### src/rtl/txt_pkg.sv
// Shared constants and types for the attribute-capable text renderer.
// Attribute word layout, palette levels and pipeline depth live here.
package txt_pkg;

   localparam int LATENCY  = 4;
   localparam int GLYPH_W  = 8;
   localparam int CHAR_W   = 8;
   localparam int CURSOR_H = 2;

   localparam int CHAR_LSB = 0;
   localparam int CHAR_MSB = 7;
   localparam int ATTR_LSB = 8;
   localparam int ATTR_MSB = 15;

   localparam logic [3:0]  CH_BASE    = 4'hA;
   localparam logic [3:0]  CH_BRIGHT  = 4'h5;
   localparam logic [3:0]  IRGB_BROWN = 4'b0110;
   localparam logic [11:0] RGB_BROWN  = 12'hA50;

   // Bit order mirrors dis_data[15:8] so a plain cast unpacks the attribute byte.
   typedef struct packed {
      logic       blink;
      logic [2:0] bg;
      logic [3:0] fg;
   } attr_t;

   typedef struct packed {
      logic vs;
      logic hs;
      logic de;
   } sync_t;

endpackage

### src/rtl/txt_palette.sv
// IRGB to RGB444 colour lookup; intensity lifts every channel by one step,
// and dark yellow is remapped to brown.
module txt_palette
   import txt_pkg::*;
(
   input  logic [3:0]  irgb,
   output logic [11:0] rgb
);

   logic [3:0] off_lvl;
   logic [3:0] on_lvl;

   always_comb begin
      off_lvl = irgb[3] ? CH_BRIGHT : 4'h0;
      on_lvl  = off_lvl + CH_BASE;
      rgb     = {irgb[2] ? on_lvl : off_lvl,
                 irgb[1] ? on_lvl : off_lvl,
                 irgb[0] ? on_lvl : off_lvl};
      if (irgb == IRGB_BROWN) begin
         rgb = RGB_BROWN;
      end
   end

endmodule

### src/rtl/txt_attr_renderer.sv
// Text-mode pixel renderer: display memory -> font memory -> coloured RGB444,
// with blink attribute and block-underline cursor, fixed 4-clock latency.
module txt_attr_renderer
   import txt_pkg::*;
#(
   parameter int COLS         = 80,
   parameter int ROWS         = 30,
   parameter int FONT_H       = 16,
   parameter int COORD_W      = 10,
   parameter int ADDR_W       = 12,
   parameter int BLINK_FRAMES = 30
) (
   input  logic                             clk,
   input  logic                             clr,
   input  logic [COORD_W-1:0]               pix_x,
   input  logic [COORD_W-1:0]               pix_y,
   input  logic                             de_in,
   input  logic                             hs_in,
   input  logic                             vs_in,
   input  logic                             frame_start,
   input  logic                             cursor_en,
   input  logic [6:0]                       cursor_col,
   input  logic [4:0]                       cursor_row,
   output logic [ADDR_W-1:0]                dis_addr,
   output logic                             dis_mem_en,
   input  logic [15:0]                      dis_data,
   output logic [CHAR_W+$clog2(FONT_H)-1:0] font_addr,
   output logic                             font_mem_en,
   input  logic [7:0]                       font_data,
   output logic [11:0]                      rgb_out,
   output logic                             de_out,
   output logic                             hs_out,
   output logic                             vs_out
);

   localparam int LINE_W = $clog2(FONT_H);
   localparam int PCOL_W = $clog2(GLYPH_W);
   localparam int COL_W  = COORD_W - PCOL_W;
   localparam int ROW_W  = COORD_W - LINE_W;
   localparam int CNT_W  = (BLINK_FRAMES > 1) ? $clog2(BLINK_FRAMES) : 1;
   localparam int FA_W   = CHAR_W + LINE_W;

   typedef struct packed {
      logic              valid;
      logic              hit;
      logic [PCOL_W-1:0] pcol;
      logic [LINE_W-1:0] line;
   } pipe_t;

   pipe_t             pipe_d [LATENCY];
   pipe_t             pipe_q [LATENCY];
   attr_t             attr_d [2];
   attr_t             attr_q [2];
   sync_t             sync_d [LATENCY+1];
   sync_t             sync_q [LATENCY+1];
   logic [ADDR_W-1:0] dis_addr_d, dis_addr_q;
   logic              dis_mem_en_d, dis_mem_en_q;
   logic [FA_W-1:0]   font_addr_d, font_addr_q;
   logic              font_mem_en_d, font_mem_en_q;
   logic [11:0]       rgb_d, rgb_q;
   logic [CNT_W-1:0]  blink_cnt_d, blink_cnt_q;
   logic              blink_phase_d, blink_phase_q;

   logic [COL_W-1:0]  col;
   logic [ROW_W-1:0]  row;
   logic              cell_valid;
   logic              px;
   logic [3:0]        irgb;
   logic [11:0]       pal_rgb;

   // NOTE: every signal assigned here gets a value before any condition, so no latch is inferred.
   always_comb begin
      col        = pix_x[COORD_W-1:PCOL_W];
      row        = pix_y[COORD_W-1:LINE_W];
      cell_valid = de_in && (32'(col) < COLS) && (32'(row) < ROWS);

      dis_addr_d   = ADDR_W'(32'(row) * 32'(COLS) + 32'(col));
      dis_mem_en_d = cell_valid;
      pipe_d[0]    = '{valid: cell_valid,
                       hit:   cell_valid && (32'(col) == 32'(cursor_col))
                                         && (32'(row) == 32'(cursor_row)),
                       pcol:  pix_x[PCOL_W-1:0],
                       line:  pix_y[LINE_W-1:0]};
      for (int i = 1; i < LATENCY; i++) begin
         pipe_d[i] = pipe_q[i-1];
      end

      // Display data returns two edges after the pixel was sampled.
      font_addr_d   = {dis_data[CHAR_MSB:CHAR_LSB], pipe_q[1].line};
      font_mem_en_d = pipe_q[1].valid;
      attr_d[0]     = attr_t'(dis_data[ATTR_MSB:ATTR_LSB]);
      attr_d[1]     = attr_q[0];

      sync_d[0] = '{vs: vs_in, hs: hs_in, de: de_in};
      for (int i = 1; i <= LATENCY; i++) begin
         sync_d[i] = sync_q[i-1];
      end

      blink_cnt_d   = blink_cnt_q;
      blink_phase_d = blink_phase_q;
      if (frame_start) begin
         if (blink_cnt_q == CNT_W'(BLINK_FRAMES - 1)) begin
            blink_cnt_d   = '0;
            blink_phase_d = ~blink_phase_q;
         end else begin
            blink_cnt_d = blink_cnt_q + 1'b1;
         end
      end
   end

   always_comb begin
      px = font_data[PCOL_W'(GLYPH_W - 1) - pipe_q[LATENCY-1].pcol];
      if (attr_q[1].blink && blink_phase_q) begin
         px = 1'b0;
      end
      // The underline cursor blinks in step with the attribute blink phase.
      if (pipe_q[LATENCY-1].hit && cursor_en && blink_phase_q &&
          (32'(pipe_q[LATENCY-1].line) >= FONT_H - CURSOR_H)) begin
         px = 1'b1;
      end
      irgb = px ? attr_q[1].fg : {1'b0, attr_q[1].bg};
   end

   txt_palette u_palette (
      .irgb (irgb),
      .rgb  (pal_rgb)
   );

   assign rgb_d = pipe_q[LATENCY-1].valid ? pal_rgb : 12'h000;

   // NOTE: state updates use <= only; the pipeline is small control state, so all of it is reset.
   always_ff @(posedge clk) begin
      if (clr) begin
         for (int i = 0; i < LATENCY; i++) begin
            pipe_q[i] <= '0;
         end
         for (int i = 0; i < 2; i++) begin
            attr_q[i] <= '0;
         end
         for (int i = 0; i <= LATENCY; i++) begin
            sync_q[i] <= '0;
         end
         dis_addr_q    <= '0;
         dis_mem_en_q  <= 1'b0;
         font_addr_q   <= '0;
         font_mem_en_q <= 1'b0;
         rgb_q         <= '0;
         blink_cnt_q   <= '0;
         blink_phase_q <= 1'b0;
      end else begin
         pipe_q        <= pipe_d;
         attr_q        <= attr_d;
         sync_q        <= sync_d;
         dis_addr_q    <= dis_addr_d;
         dis_mem_en_q  <= dis_mem_en_d;
         font_addr_q   <= font_addr_d;
         font_mem_en_q <= font_mem_en_d;
         rgb_q         <= rgb_d;
         blink_cnt_q   <= blink_cnt_d;
         blink_phase_q <= blink_phase_d;
      end
   end

   assign dis_addr    = dis_addr_q;
   assign dis_mem_en  = dis_mem_en_q;
   assign font_addr   = font_addr_q;
   assign font_mem_en = font_mem_en_q;
   assign rgb_out     = rgb_q;
   assign de_out      = sync_q[LATENCY].de;
   assign hs_out      = sync_q[LATENCY].hs;
   assign vs_out      = sync_q[LATENCY].vs;

endmodule

### config.mk
export PLATFORM = sky130hd
export DESIGN_NAME = txt_attr_renderer
export DESIGN_NICKNAME = d
export VERILOG_FILES = /design/src/rtl/txt_pkg.sv /design/src/rtl/txt_palette.sv /design/src/rtl/txt_attr_renderer.sv
export SDC_FILE = /design/constraint.sdc
export NUM_CORES = 1
export LEC_CHECK = 0
export ABC_CLOCK_PERIOD_IN_PS = 5850
export CAP_MARGIN = 10
export CORE_ASPECT_RATIO = 0.5
export CORE_UTILIZATION = 35
export DETAILED_ROUTE_END_ITERATION = 6
export PLACE_DENSITY = 0.71
export SLEW_MARGIN = 20
export SYNTH_ARGS = -nofsm -noshare
export SYNTH_HDL_FRONTEND = slang
export SYNTH_SLANG_ARGS = --single-unit
### constraint.sdc
create_clock -name clk -period 5.85 [get_ports clk]
set_clock_uncertainty 0.1 [all_clocks]
set_input_delay 0.8775 -clock clk [delete_from_list [all_inputs] [get_ports clk]]
set_output_delay 0.8775 -clock clk [all_outputs]
set_load 0.01 [all_outputs]
==> impl_metrics.py <==
metrics = {
    "timing": {
        "fin_crit_ns": 3.35,
        "finalHoldViolations": 0,
        "slew_violations": 0,
        "fin_tns_setup_ns": 0,
        "relSlewSlack_pct": 45.2,
        "fmax_mhz": 299,
        "post-route-period-util_pct": 57.2,
        "rsz0062_at_grt": "false",
        "worst_pin_slew_ns": 0.822,
        "setup_violations": 0,
        "holdWs_ns": 0.334,
    },
    "worst_setup_path": {
        "criticalPathCategory": "input port to flip-flop",
        "path_max_fanout": 5,
        "crit_required_ns": 5.96,
        "crit_arrival_ns": 3.46,
        "endpoint_kind": "flip-flop",
        "path_cells": "clkdlybuf4s50_1 > ha_1 > ha_1 > fa_1 > xor2_1 > nand3_1 > or4_4 > mux2_1",
        "critPathLaunchType": "input port",
        "slowest_delay_ns": 0.50,
        "worst_path_max_delay_cell": "clkdlybuf4s50_1",
        "crit_top_cell": "ha_1",
    },
    "clock_tree": {
        "htreeDepth": 3,
        "post_cts.repair.setup_buffers": 0,
        "cts_inserted_buffers": 9,
        "path_clk_slew_ns": 0.07,
        "cts_tree": "done",
        "clock_tree.buffer_depth": 2,
        "clkLatencyLatePin_ns": 0.33,
        "cts_root_buf": "clkbuf_16",
        "ctsResizeCount": 0,
        "cts_sinks": 97,
        "hold_buffers": 0,
    },
    "logic_synthesis": {
        "synth_flop_cell": "dfxtp_1",
        "synth_edf_count": 0,
        "ys_seq_area_share_pct": 55.4,
        "synthesis.area_um2": 3510,
        "syn_nets": 402,
        "synth_warnings": 0,
        "ys_ff_latch": 97,
        "avgSynthCellArea_um2": 10.8,
        "async_flop_share_pct": 0,
        "yosysUniqueCellTypes": 42,
        "netlist_instances": 324,
    },
    "route": {
        "wire_per_inst_um": 10.8,
        "drt_wl_total_um": 6010,
        "drc": 0,
        "vias": 2301,
        "initialDrtViolationCount": 71,
        "ant_nets": 0,
        "first_pass_iters": 4,
        "via_per_inst": 4.14,
    },
    "die": {
        "core.rowCount": 25,
        "ios": 104,
        "core_um2": 9570,
        "fp.dieH_um": 72.8,
        "initial_core_util_pct": 36.6,
        "fp.dieArea_um2": 10400,
        "die_w_um": 144,
    },
    "layout": {
        "design_area_um2": 4850,
        "layout_common_cells": "clkdlybuf4s50_1 (102), dfxtp_1 (97), nor2b_1 (80), xor2_1 (14)",
        "final_common_cell": "clkdlybuf4s50_1",
        "area_growth_pct": 38.4,
        "antennaDiodeCount": 0,
        "nets": 495,
        "drive_gt1_share_pct": 5.46,
    },
    "grt": {
        "grt_max_degree": 48,
        "gr-usage-all-layers_pct": 12.4,
        "gr-total-overflow": 0,
        "antenna_found_initial": 0,
        "grt_pass1_wl_um": 9930,
        "grt_pass1_vias": 2154,
    },
    "min_path": {
        "worstHoldPathType": "flip-flop to flip-flop",
    },
    "placement": {
        "portBuffers": 103,
        "place.gp.congestion": 0.822,
        "post_dp_cell_area_um2": 4590,
        "dpl.hpwl_um": 4450,
    },
    "power": {
        "ir_drop_v": 0.000169,
        "fin_total_pwr_mw": 1.39,
        "p_leak_nw": 1.89,
        "powerDensity_nw_per_um2": 287,
    },
    "status": {
        "status": "finished clean",
    },
    "run": {
        "drv_cap": 0,
    },
}
synthesized netlist by cell type (all sizes together), types with 3 or more instances:
| cell | instances | area share (%) |
|---|---|---|
| nand3 | 4 | 0.57 |
| a211oi | 3 | 0.64 |
| clkbuf | 10 | 1.1 |
| a21o | 3 | 0.64 |
| and3 | 3 | 0.57 |
| nor3 | 3 | 0.43 |
| nand2 | 10 | 1.1 |
| dfxtp | 97 | 55 |
| xor2 | 14 | 3.5 |
| nand4 | 4 | 0.71 |
| a21oi | 4 | 0.57 |
| nor2 | 13 | 1.4 |
| o21ai | 4 | 0.57 |
| mux2 | 3 | 0.96 |
| nor2b | 80 | 14 |
| nand2b | 3 | 0.54 |
| xnor2 | 6 | 1.5 |
| ha | 13 | 4.6 |
| buf | 12 | 2.5 |
| inv | 9 | 0.96 |
area by class of cell:
| class | count | area (um2) |
|---|---|---|
| repair buffers | 104 | 1030 |
| multi-input cells | 196 | 1410 |
| clock inverters | 6 | 43.8 |
| inverters | 9 | 33.8 |
| flip-flops and latches | 97 | 1940 |
| well taps | 135 | 169 |
| fillers | 891 | 4720 |
| clock buffers | 9 | 225 |
sequential cells by signal (all words and copies together), names as in the netlist:
signal         cells
pipe_d            19
dis_addr          12
sync_d            12
font_addr          9
attr_d             8
attr_q             8
pipe_q             8
blink_cnt_q        5
rgb_out            5
font_addr_d        4
blink_phase_q      1
de_out             1
dis_mem_en         1
font_mem_en        1
font_mem_en_d      1
hs_out             1
vs_out             1
worst max-delay path: cells and delay by family:
kind | cells | cell delay (ns)
simple gates | 2 | 0.55
buf+inv | 1 | 0.50
mux | 1 | 0.33
xor+xnor | 1 | 0.23
fa+ha+maj | 3 | 0.98
final timing paths:
check / startpoint / endpoint / slack [ns] / cells after the start
worst max-delay path: pix_y[5] / dis_addr[11] / 2.50 / 8
worst min-delay path: sync_d[2] / vs_out / 0.33 / 1
worst min register to register: sync_d[2] / vs_out / 0.33 / 1
worst max register to register: pipe_q[5] / rgb_out[6] / 4.03 / 4
metrics by stage:
stage / instances / setup slack [ns] / utilization, %
finish: 556 / 2.50 / 50.7
global route: 556 / 2.39 / 50.7
detailed placement: 541 / 2.18 / 47.9
global placement: 541 / 2.23 / 47.9
CTS: 556 / 2.51 / 50.7
floorplan: 324 / 2.85 / -
cell families after synthesis:
kind of cell	Yosys count	share of synthesized area, %
AND/OR/NAND/NOR	129	21.5
XOR/XNOR	21	5.64
flip-flops	97	55.4
AO/OA/AOI/OAI	27	5.57
multiplexers	4	1.61
buffers and inverters	31	4.50
adder cells (fa/ha/maj)	15	5.78
metal layers:
| metal | GRT usage [%] | routed length, um | share of wire, % | vias up |
|---|---|---|---|---|
| met3 | 4.33 | 304 | 5.1 | 8 |
| met1 | 15.9 | 3040 | 51 | 1001 |
| li1 | - | - | - | 1237 |
| met2 | 19.7 | 2590 | 43 | 55 |
| met5 | 0 | 0 | 0 | - |
| met4 | 4.26 | 75 | 1.2 | 0 |
where the power goes:
| part | total (mW) | switching (mW) | internal [mW] | leakage [nW] |
|---|---|---|---|---|
| clock | 0.529 | 0.241 | 0.288 | 0.137 |
| combinational | 0.166 | 0.0658 | 0.0999 | 0.959 |
| sequential | 0.698 | 0.00873 | 0.689 | 0.797 |
No activity file was read; power rests on OpenSTA's default activity.
